`src/rtl/mac_job_sched.sv`:
```
// Two-requester round-robin job scheduler for the 4-lane MAC unit.
// Walks the operand BRAM one word per MAC operation and sums the per-word
// results into a wide accumulator; one result is returned per job.
module mac_job_sched #(
  parameter int ADDR_W = 9,
  parameter int LEN_W  = 8,
  parameter int RES_W  = 32,
  parameter int ACC_W  = 48
) (
  input  logic                  clk,
  input  logic                  rst,
  input  logic [1:0]            req_valid,
  input  logic [2*ADDR_W-1:0]   req_addr,
  input  logic [2*LEN_W-1:0]    req_len,
  output logic [1:0]            req_ready,
  output logic [ADDR_W-1:0]     bram_addr,
  output logic                  mac_start,
  input  logic                  mac_done,
  input  logic [RES_W-1:0]      mac_result,
  output logic                  res_valid,
  input  logic                  res_ready,
  output logic [ACC_W-1:0]      res_data,
  output logic                  res_id,
  output logic                  busy
);

  typedef enum logic [2:0] {
    S_IDLE,
    S_ADDR,
    S_START,
    S_WAIT,
    S_ACC,
    S_DONE
  } state_t;

  state_t              state, state_nxt;
  logic                rr;
  logic [ADDR_W-1:0]   cur_addr;
  logic [LEN_W-1:0]    remaining;
  logic [ACC_W-1:0]    acc;
  logic                id;
  logic [1:0]          grant;
  logic [ADDR_W-1:0]   sel_addr;
  logic [LEN_W-1:0]    sel_len;

  // Round-robin arbitration; the pointer only matters when both requesters are pending.
  // Grant is gated by rst so no handshake completes while reset is held.
  always_comb begin
    grant = '0;
    if (state == S_IDLE && !rst) begin
      if (req_valid[0] && (!req_valid[1] || !rr))
        grant = 2'b01;
      else if (req_valid[1])
        grant = 2'b10;
    end
    sel_addr = grant[1] ? req_addr[ADDR_W +: ADDR_W] : req_addr[0 +: ADDR_W];
    sel_len  = grant[1] ? req_len[LEN_W +: LEN_W]    : req_len[0 +: LEN_W];
  end

  // Next-state logic.
  always_comb begin
    state_nxt = state;
    case (state)
      S_IDLE:  if (grant != '0) state_nxt = (sel_len == '0) ? S_DONE : S_ADDR;
      S_ADDR:  state_nxt = S_START;
      S_START: state_nxt = S_WAIT;
      S_WAIT:  if (mac_done) state_nxt = S_ACC;
      S_ACC:   state_nxt = (remaining == '0) ? S_DONE : S_ADDR;
      S_DONE:  if (res_ready) state_nxt = S_IDLE;
      default: state_nxt = S_IDLE;
    endcase
  end

  // State register.
  always_ff @(posedge clk) begin
    if (rst) state <= S_IDLE;
    else     state <= state_nxt;
  end

  // Job context and accumulator; the MAC result is summed on the edge that
  // samples mac_done so ACC only has to decide between next word and finish.
  always_ff @(posedge clk) begin
    if (rst) begin
      rr        <= 1'b0;
      cur_addr  <= '0;
      remaining <= '0;
      acc       <= '0;
      id        <= 1'b0;
    end else begin
      if (grant != '0) begin
        cur_addr  <= sel_addr;
        remaining <= sel_len;
        id        <= grant[1];
        acc       <= '0;
        if (&req_valid) rr <= grant[0];
      end
      if (state == S_WAIT && mac_done) begin
        acc       <= acc + ACC_W'(mac_result);
        remaining <= remaining - LEN_W'(1);
      end
      if (state == S_ACC && remaining != '0)
        cur_addr <= cur_addr + ADDR_W'(1);
    end
  end

  assign req_ready = grant;
  assign bram_addr = cur_addr;
  assign mac_start = (state == S_START);
  assign res_valid = (state == S_DONE);
  assign res_data  = acc;
  assign res_id    = id;
  assign busy      = (state != S_IDLE);

endmodule

```
`config.mk`:
```
export PLATFORM = sky130hd
export DESIGN_NAME = mac_job_sched
export DESIGN_NICKNAME = d
export VERILOG_FILES = /design/src/rtl/mac_job_sched.sv
export SDC_FILE = /design/constraint.sdc
export NUM_CORES = 1
export LEC_CHECK = 0
export ABC_AREA = 0
export BUFFER_PORTS_ARGS = -buffer_cell sky130_fd_sc_hd__buf_2
export CORE_MARGIN = 5
export CORE_UTILIZATION = 58
export CTS_BUF_LIST = sky130_fd_sc_hd__clkbuf_16
export DETAILED_ROUTE_END_ITERATION = 12
export GPL_TIMING_DRIVEN = 0
export MAX_ROUTING_LAYER = met4
export PLACE_DENSITY_LB_ADDON = 0.25
export SLEW_MARGIN = 20
export SYNTH_ARGS = -nofsm -noshare
export SYNTH_HDL_FRONTEND = slang
export SYNTH_SLANG_ARGS = --single-unit
export TNS_END_PERCENT = 100
```
`constraint.sdc`:
```
create_clock -name clk -period 9.28 [get_ports clk]
set_input_delay 2.784 -clock clk [delete_from_list [all_inputs] [get_ports clk]]
set_output_delay 2.784 -clock clk [all_outputs]
set_load 0.005 [all_outputs]
```
-- After elaboration in Yosys (flattened, before gate mapping)
Index checks and enable logic that the tools add are counted.
- bits in registers: 70
- word-level logic and storage cells: 52
- add/sub/neg operators: 3
- equality and inequality tests: 8
- mux-type cells: 17
- reductions and logical operators: 18
- operators by type and width (operator ; count):
    $mux W48 ; 2
    $add A48 B32 Y48 ; 1
    $mux W9 ; 3
    $mux W8 ; 3
    $pmux W3 S6 ; 1
    $logic_not A8 Y1 ; 2
    $mux W3 ; 5
    $add A9 B1 Y9 const B ; 1
    $reduce_bool A8 Y1 ; 1
    $sub A8 B1 Y8 const B ; 1
    $eq A3 B2 Y1 const B ; 2
    $eq A3 B3 Y1 const B ; 2
    $mux W2 ; 3
    $reduce_and A3 Y1 ; 2
    $reduce_bool A2 Y1 ; 3
    $logic_and A1 B1 Y1 ; 4
    $ne A2 B1 Y1 const B ; 2
    $eq A3 B1 Y1 const B ; 1
    $logic_not A1 Y1 ; 3
    $logic_not A3 Y1 ; 1
    $reduce_bool A3 Y1 ; 1
    $ne A2 B2 Y1 const B ; 1
    $logic_or A1 B1 Y1 ; 1

-- Longest topological paths before layout
Gate-level depths: netlist of the first run.
- depth after elaboration: 10
- gate-level depth with buffers: 9
- depth with buffers taken out: 9

-- Least setup slack after synthesis of the first run
Ideal clock, no wire load.
- kind: input-to-output
- from: in rst
- to: out req_ready[1]
- arrival time: 3.686 ns
- path slack: 2.810 ns
- stages on the path: 4
- cells stage by stage: clkbuf_1 > nor4_2 > nand3_2 > inv_1
- word-level cells in the longest chain between the ends: 3
- RTL lines (item ; line ; RTL):
    from (decl) ; 11 ; input logic rst,
    $logic_not A1 Y1 ; 50 ; if (state == S_IDLE && !rst) begin
    $logic_and A1 B1 Y1 ; 50 ;
    $mux W2 ; 50 ;
    to (decl) ; 15 ; output logic [1:0] req_ready,
No other way between the ends.

-- Worst setup path after layout of the first run
Same ends and word-level chain as after synthesis.

==> results of run 1 <==
==> power breakdown <==
| part | internal [W] | switching (W) | total, W |
|---|---|---|---|
| registers | 0.000311 | 0.0000118 | 0.000323 |
| clock network | 0.000204 | 0.000132 | 0.000336 |
| logic | 0.0000602 | 0.0000943 | 0.000154 |
| total | 0.000576 | 0.000238 | 0.000814 |
==> registers in the layout, indices dropped and copies added, names as in the netlist <==
| register | flops |
|---|---|
| remaining | 8 |
| rr | 1 |
| state | 3 |
| bram_addr | 9 |
| res_id | 1 |
| res_data | 48 |
==> per-stage QoR <==
stage	cell area (um2)	power, W	setup slack [ps]	std cells	hold slack [ps]
floorplan	5260	0.000424	2810	677	462
global placement	6060	0.000474	2410	918	459
detailed placement	6060	0.000479	2330	918	471
CTS	6350	0.000813	2330	934	483
global route	6350	0.000848	2170	934	502
finish	6350	0.000814	2330	934	478
==> worst register-to-register path, cell delays in order (launching register included) <==
cell	delay, ps
dfxtp_1	330
ha_1	230
fa_1	440
a211oi_1	300
o21ai_1	230
a31oi_1	320
a211oi_1	170
a2111oi_1	560
mux2i_1	260
nand3_1	90
==> synth_stat cells (12+ instances only) <==
library cell	n
a211oi_1	15
a21o_1	12
a21oi_1	57
a31oi_1	13
and3_1	25
clkbuf_1	29
dfxtp_1	70
ha_1	35
inv_1	19
mux2_2	19
nand2_1	76
nand3_1	28
nor2_1	64
nor3_1	15
o21ai_0	34
xnor2_1	12
xor2_1	12
==> kinds of logic after synthesis <==
| logic type | count (synthesis) | share of synthesized area |
|---|---|---|
| AO/OA/AOI/OAI | 196 | 0.251 |
| multiplexers | 33 | 0.0680 |
| flip-flops | 70 | 0.266 |
| XOR/XNOR | 24 | 0.0399 |
| AND/OR/NAND/NOR | 265 | 0.249 |
| adder cells (fa/ha/maj) | 36 | 0.0870 |
| buffers and inverters | 53 | 0.0385 |
==> worst paths after layout <==
| path | endpoint | slack (ps) | depth (start not counted) |
|---|---|---|---|
| setup / recovery | req_ready[1] | 2330 | 5 |
| hold / removal | res_data[17] | 480 | 2 |
| setup reg to reg | res_data[28] | 6240 | 9 |
| hold reg to reg | res_data[17] | 480 | 2 |
==> area by class of cell <==
class	count	area [um2]
sequential	70	1400
fill	724	2420
buffer	34	131
inverter	19	71.3
multi-input combinational	554	3660
tap	108	135
clock inverter	7	57.6
timing repair buffer	133	666
clock buffer	9	225
==> layer usage <==
| layer | track usage | vias up |
|---|---|---|
| li1 | - | 2815 |
| met1 | 0.347 | 2741 |
| met2 | 0.483 | 319 |
| met3 | 0.0446 | 56 |
| met4 | 0.126 | 0 |
| met5 | - | - |
==> metrics.csv, run 1 <==
metric,value,unit
fin_worst_skew,7.79,ps
grt_usage,0.290,
run_status,"finished, final reports clean",
maxSlewHeadroom,0.332,
synth.area.top_cells,"dfxtp_1 27%, ha_1 8.3%, a21oi_1 5.4%",
cp.required,6500,ps
report.final.slew_viol_count,0,
first_iter_violations,371,
period_minus_slack,6950,ps
clk_pin_slew,60,ps
areaGrowthSynthToFinish,20.6,%
drc_errors,0,
synth-seq-area-share,0.266,
antenna_found_initial,0,
initial_core_util,0.601,
hold_viol_final,0,
p_leak,2.95,nW
drive_gt1_frac,0.225,
top_layer_used,met4,
critical_path_arrival,4160,ps
cts_tree,done,
final_common_cell,buf_2,
cts_root_buf,clkbuf_16,
syn_area,0.00526,mm2
routed-wl-met3,1270,um
nets,929,
r2r-start,res_data[0],
coreArea,0.00876,mm2
io_pins,135,
synth_largest_area_cell,dfxtp_1,
dp_hpwl,12200,um
p_per_area,128,mW/mm2
num_vias,5931,
syn_nets,785,
cts.path.max_buffers,2,
cts_made_buffers,9,
synth_warnings,0,
max_stage_delay,410,ps
met1_length,6460,um
hold_class,reg2reg,
finalSetupViolCount,0,
hp-start,res_data[17],
final_util,0.724,
crit_chain,clkbuf_1 > nor4_2 > nand3_2 > inv_1 > buf_2,
io_buffer_count,133,
finalCritPeriodShare,0.748,
ys_ff_latch,70,
synth_top_area_frac,0.266,
layout_common_cells,"135 x buf_2, 76 x nand2_1, 70 x dfxtp_1, 64 x nor2_1, 57 x a21oi_1",
ant_nets,0,
ir_drop,0.0709,mV
setup_tns,0,ps
die_area,0.0111,mm2
die_h,105,um
syn_avg_cell_area,7.77,um2
grt_pass1_wl,26600,um
grt_start_max_net_pins,12,
crit_type,in2out,
fmax,0.144,GHz
yosysUniqueCellTypes,73,
synth_edf_count,0,
grt_overflow,0,
cts.repair.resized,0,
critPathTopFamily,simple AND/OR/NAND/NOR gates,
gp_congestion,0.947,
viasPerCell,6.35,
slowest_stage,nor4_2,
n_antenna_cell,0,
clkLatencyLatePin,330,ps
firstDrtPassIters,5,
wl,15900,um
critPathCaptureType,output pin,
rsz0062_at_grt,no,
synthFlopType,dfxtp_1,
cts.sinks,70,
detail_route.wl_per_cell,17.1,um
cts_hold_buf,0,
cp_max_fo,10,
max_cap_viol_count,0,
grt_pass1_vias,5833,
max_slew.worst_pin.slew,994,ps
synthArstFlopShare,0,
htree_levels,3,
synthCells,677,
row_count,34,
setup.worst_path.start,rst,
cp_num_buf_inv,3,
crit_path_start_kind,primary input,
cts_setup_buffers,0,
wl_met2,7720,um
die_w,105,um
No activity file was read; power rests on OpenSTA's default activity.
==> inputs of run 2 (changes only) <==
CORE_UTILIZATION = 54   (was 58)
clock period = 6.9 ns   (was 9.28 ns; I/O delays follow)
==> run 2 against run 1 <==
  * Total power rose by 45%
  * Sequential cell count unchanged
  * Setup slack worse by 900 ps
  * Final cell count up 2.7%
  * Via count is 1.6% lower
  * Combinational power increased by 34%
  * Clock skew shrank 3.0 ps
  * Global-route usage is 1.8 points lower
  * Largest power group unchanged
==> metrics.csv, run 2 (synthesized netlist as in run 1, its figures left out) <==
metric,value,unit,change
run_status,"finished, final reports clean",,
slowest_stage,nor4_2,,
viasPerCell,6.08,,-4.2%
cts.repair.resized,0,,unchanged
cts_hold_buf,0,,unchanged
cts_root_buf,clkbuf_16,,
cp.required,4830,ps,-1670 ps
row_count,36,,+5.9%
coreArea,0.00964,mm2,+10%
ant_nets,0,,unchanged
max_slew.worst_pin.slew,1030,ps,+31.7 ps
p_leak,2.96,nW,+0.46%
initial_core_util,0.546,,-0.0546
final_common_cell,buf_2,,
wl,15800,um,-1.1%
max_stage_delay,350,ps,-60 ps
final_util,0.667,,-0.0570
final_cell_area,0.00643,mm2,+1.3%
die_h,109,um,+3.3%
crit_chain,clkbuf_1 > nor4_2 > nand3_2 > inv_1 > buf_2,,
setup_tns,0,ps,unchanged
r2r_cells,9,,unchanged
critPathTopFamily,buffers and inverters,,
layout_common_cells,"135 x buf_2, 76 x nand2_1, 70 x dfxtp_1, 64 x nor2_1, 57 x a21oi_1",,
dp_hpwl,12000,um,-1.4%
clkLatencyLatePin,340,ps,about the same
period_minus_slack,5470,ps,
critical_path_arrival,3400,ps,-760 ps
cts_tree,done,,
htree_levels,3,,unchanged
io_buffer_count,133,,unchanged
largest_register_ffs,48,,unchanged
detail_route.wl_per_cell,16.4,um,-3.7%
nets,929,,unchanged
p_per_area,184,mW/mm2,+43%
critPathCaptureType,output pin,,
fin_worst_skew,4.80,ps,-2.99 ps
gp_congestion,0.981,,+3.6%
clk_pin_slew,60,ps,about the same
path_depth,5,,unchanged
whs_path_depth,2,,unchanged
n_antenna_cell,0,,unchanged
maxSlewHeadroom,0.311,,-0.0213
finalSetupViolCount,0,,unchanged
cp_max_fo,10,,unchanged
cts.sinks,70,,unchanged
grt_pass1_vias,5462,,-6.4%
grt_usage,0.272,,-0.0181
total_power,0.00118,W,+45%
areaGrowthSynthToFinish,22.2,%,
cts.path.max_buffers,2,,unchanged
firstDrtPassIters,4,,-1
post-place-cells,943,,+2.7%
grt_overflow,0,,unchanged
io_pins,135,,unchanged
cts_setup_buffers,0,,unchanged
fmax,0.183,GHz,
antenna_found_initial,0,,unchanged
report.final.slew_viol_count,0,,unchanged
crit_type,in2out,,
cp_num_buf_inv,3,,unchanged
ir_drop,0.0888,mV,+25%
grt_pass1_wl,25400,um,-4.5%
grt_start_max_net_pins,13,,+1
dpl_cell_area,0.00609,mm2,+0.52%
die_area,0.0118,mm2,+6.7%
rsz0062_at_grt,no,,
die_w,109,um,+3.3%
crit_path_start_kind,primary input,,
finalNonFillerCells,959,,+2.7%
hold_viol_final,0,,unchanged
first_iter_violations,313,,-16%
finalCritPeriodShare,0.792,,
drive_gt1_frac,0.225,,unchanged
num_vias,5834,,-1.6%
cts_made_buffers,9,,unchanged
hold_class,reg2reg,,
drc_errors,0,,unchanged
max_cap_viol_count,0,,unchanged
## run 2: changes by cell type in the layout (fill, tap and decap cells not counted), sizes merged
cell	change
clkinv	-1
inv	-1
bufinv	+2
## run 2: cell type report
| cell class | count | area [um2] |
|---|---|---|
| plain buffers | 34 | 131 |
| clock buffers | 9 | 225 |
| clock inverters | 7 | 111 |
| fillers | 877 | 3210 |
| inverters | 19 | 71.3 |
| multi-input cells | 554 | 3660 |
| flip-flops and latches | 70 | 1400 |
| well taps | 133 | 166 |
| repair buffers | 133 | 666 |
## run 2: worst reg2reg max path, delay by kind of cell, from the launching register on
family | cells | cell delay (ps)
mux | 1 | 250
compound gates | 5 | 1580
flops | 1 | 330
simple gates | 1 | 80
fa+ha+maj | 2 | 670
## run 2: worst paths after layout
check | from | to | slack, ps
hold / removal | res_data[26] | res_data[26] | 480
hold reg to reg | res_data[26] | res_data[26] | 480
setup / recovery | rst | req_ready[1] | 1430
setup reg to reg | res_data[0] | res_data[28] | 3860
## run 2: report_power, final
group	internal (W)	switching (W)
registers	0.000419	0.0000155
logic	0.0000811	0.000126
clock network	0.000352	0.000191
total	0.000851	0.000332
## run 2: metal layers
metal	wire length [um]	global-route usage
met4	414	0.109
met2	7400	0.436
met5	0	-
met3	1100	0.0308
met1	6850	0.351
## run 2: metrics by stage
| stage | setup slack (ps) | hold WS, ps |
|---|---|---|
| 4_1_cts | 1430 | 481 |
| 2_1_floorplan | 1860 | 462 |
| 3_5_place_dp | 1430 | 473 |
| 6_report | 1430 | 477 |
| 5_1_grt | 1290 | 510 |
| 3_3_place_gp | 1440 | 459 |
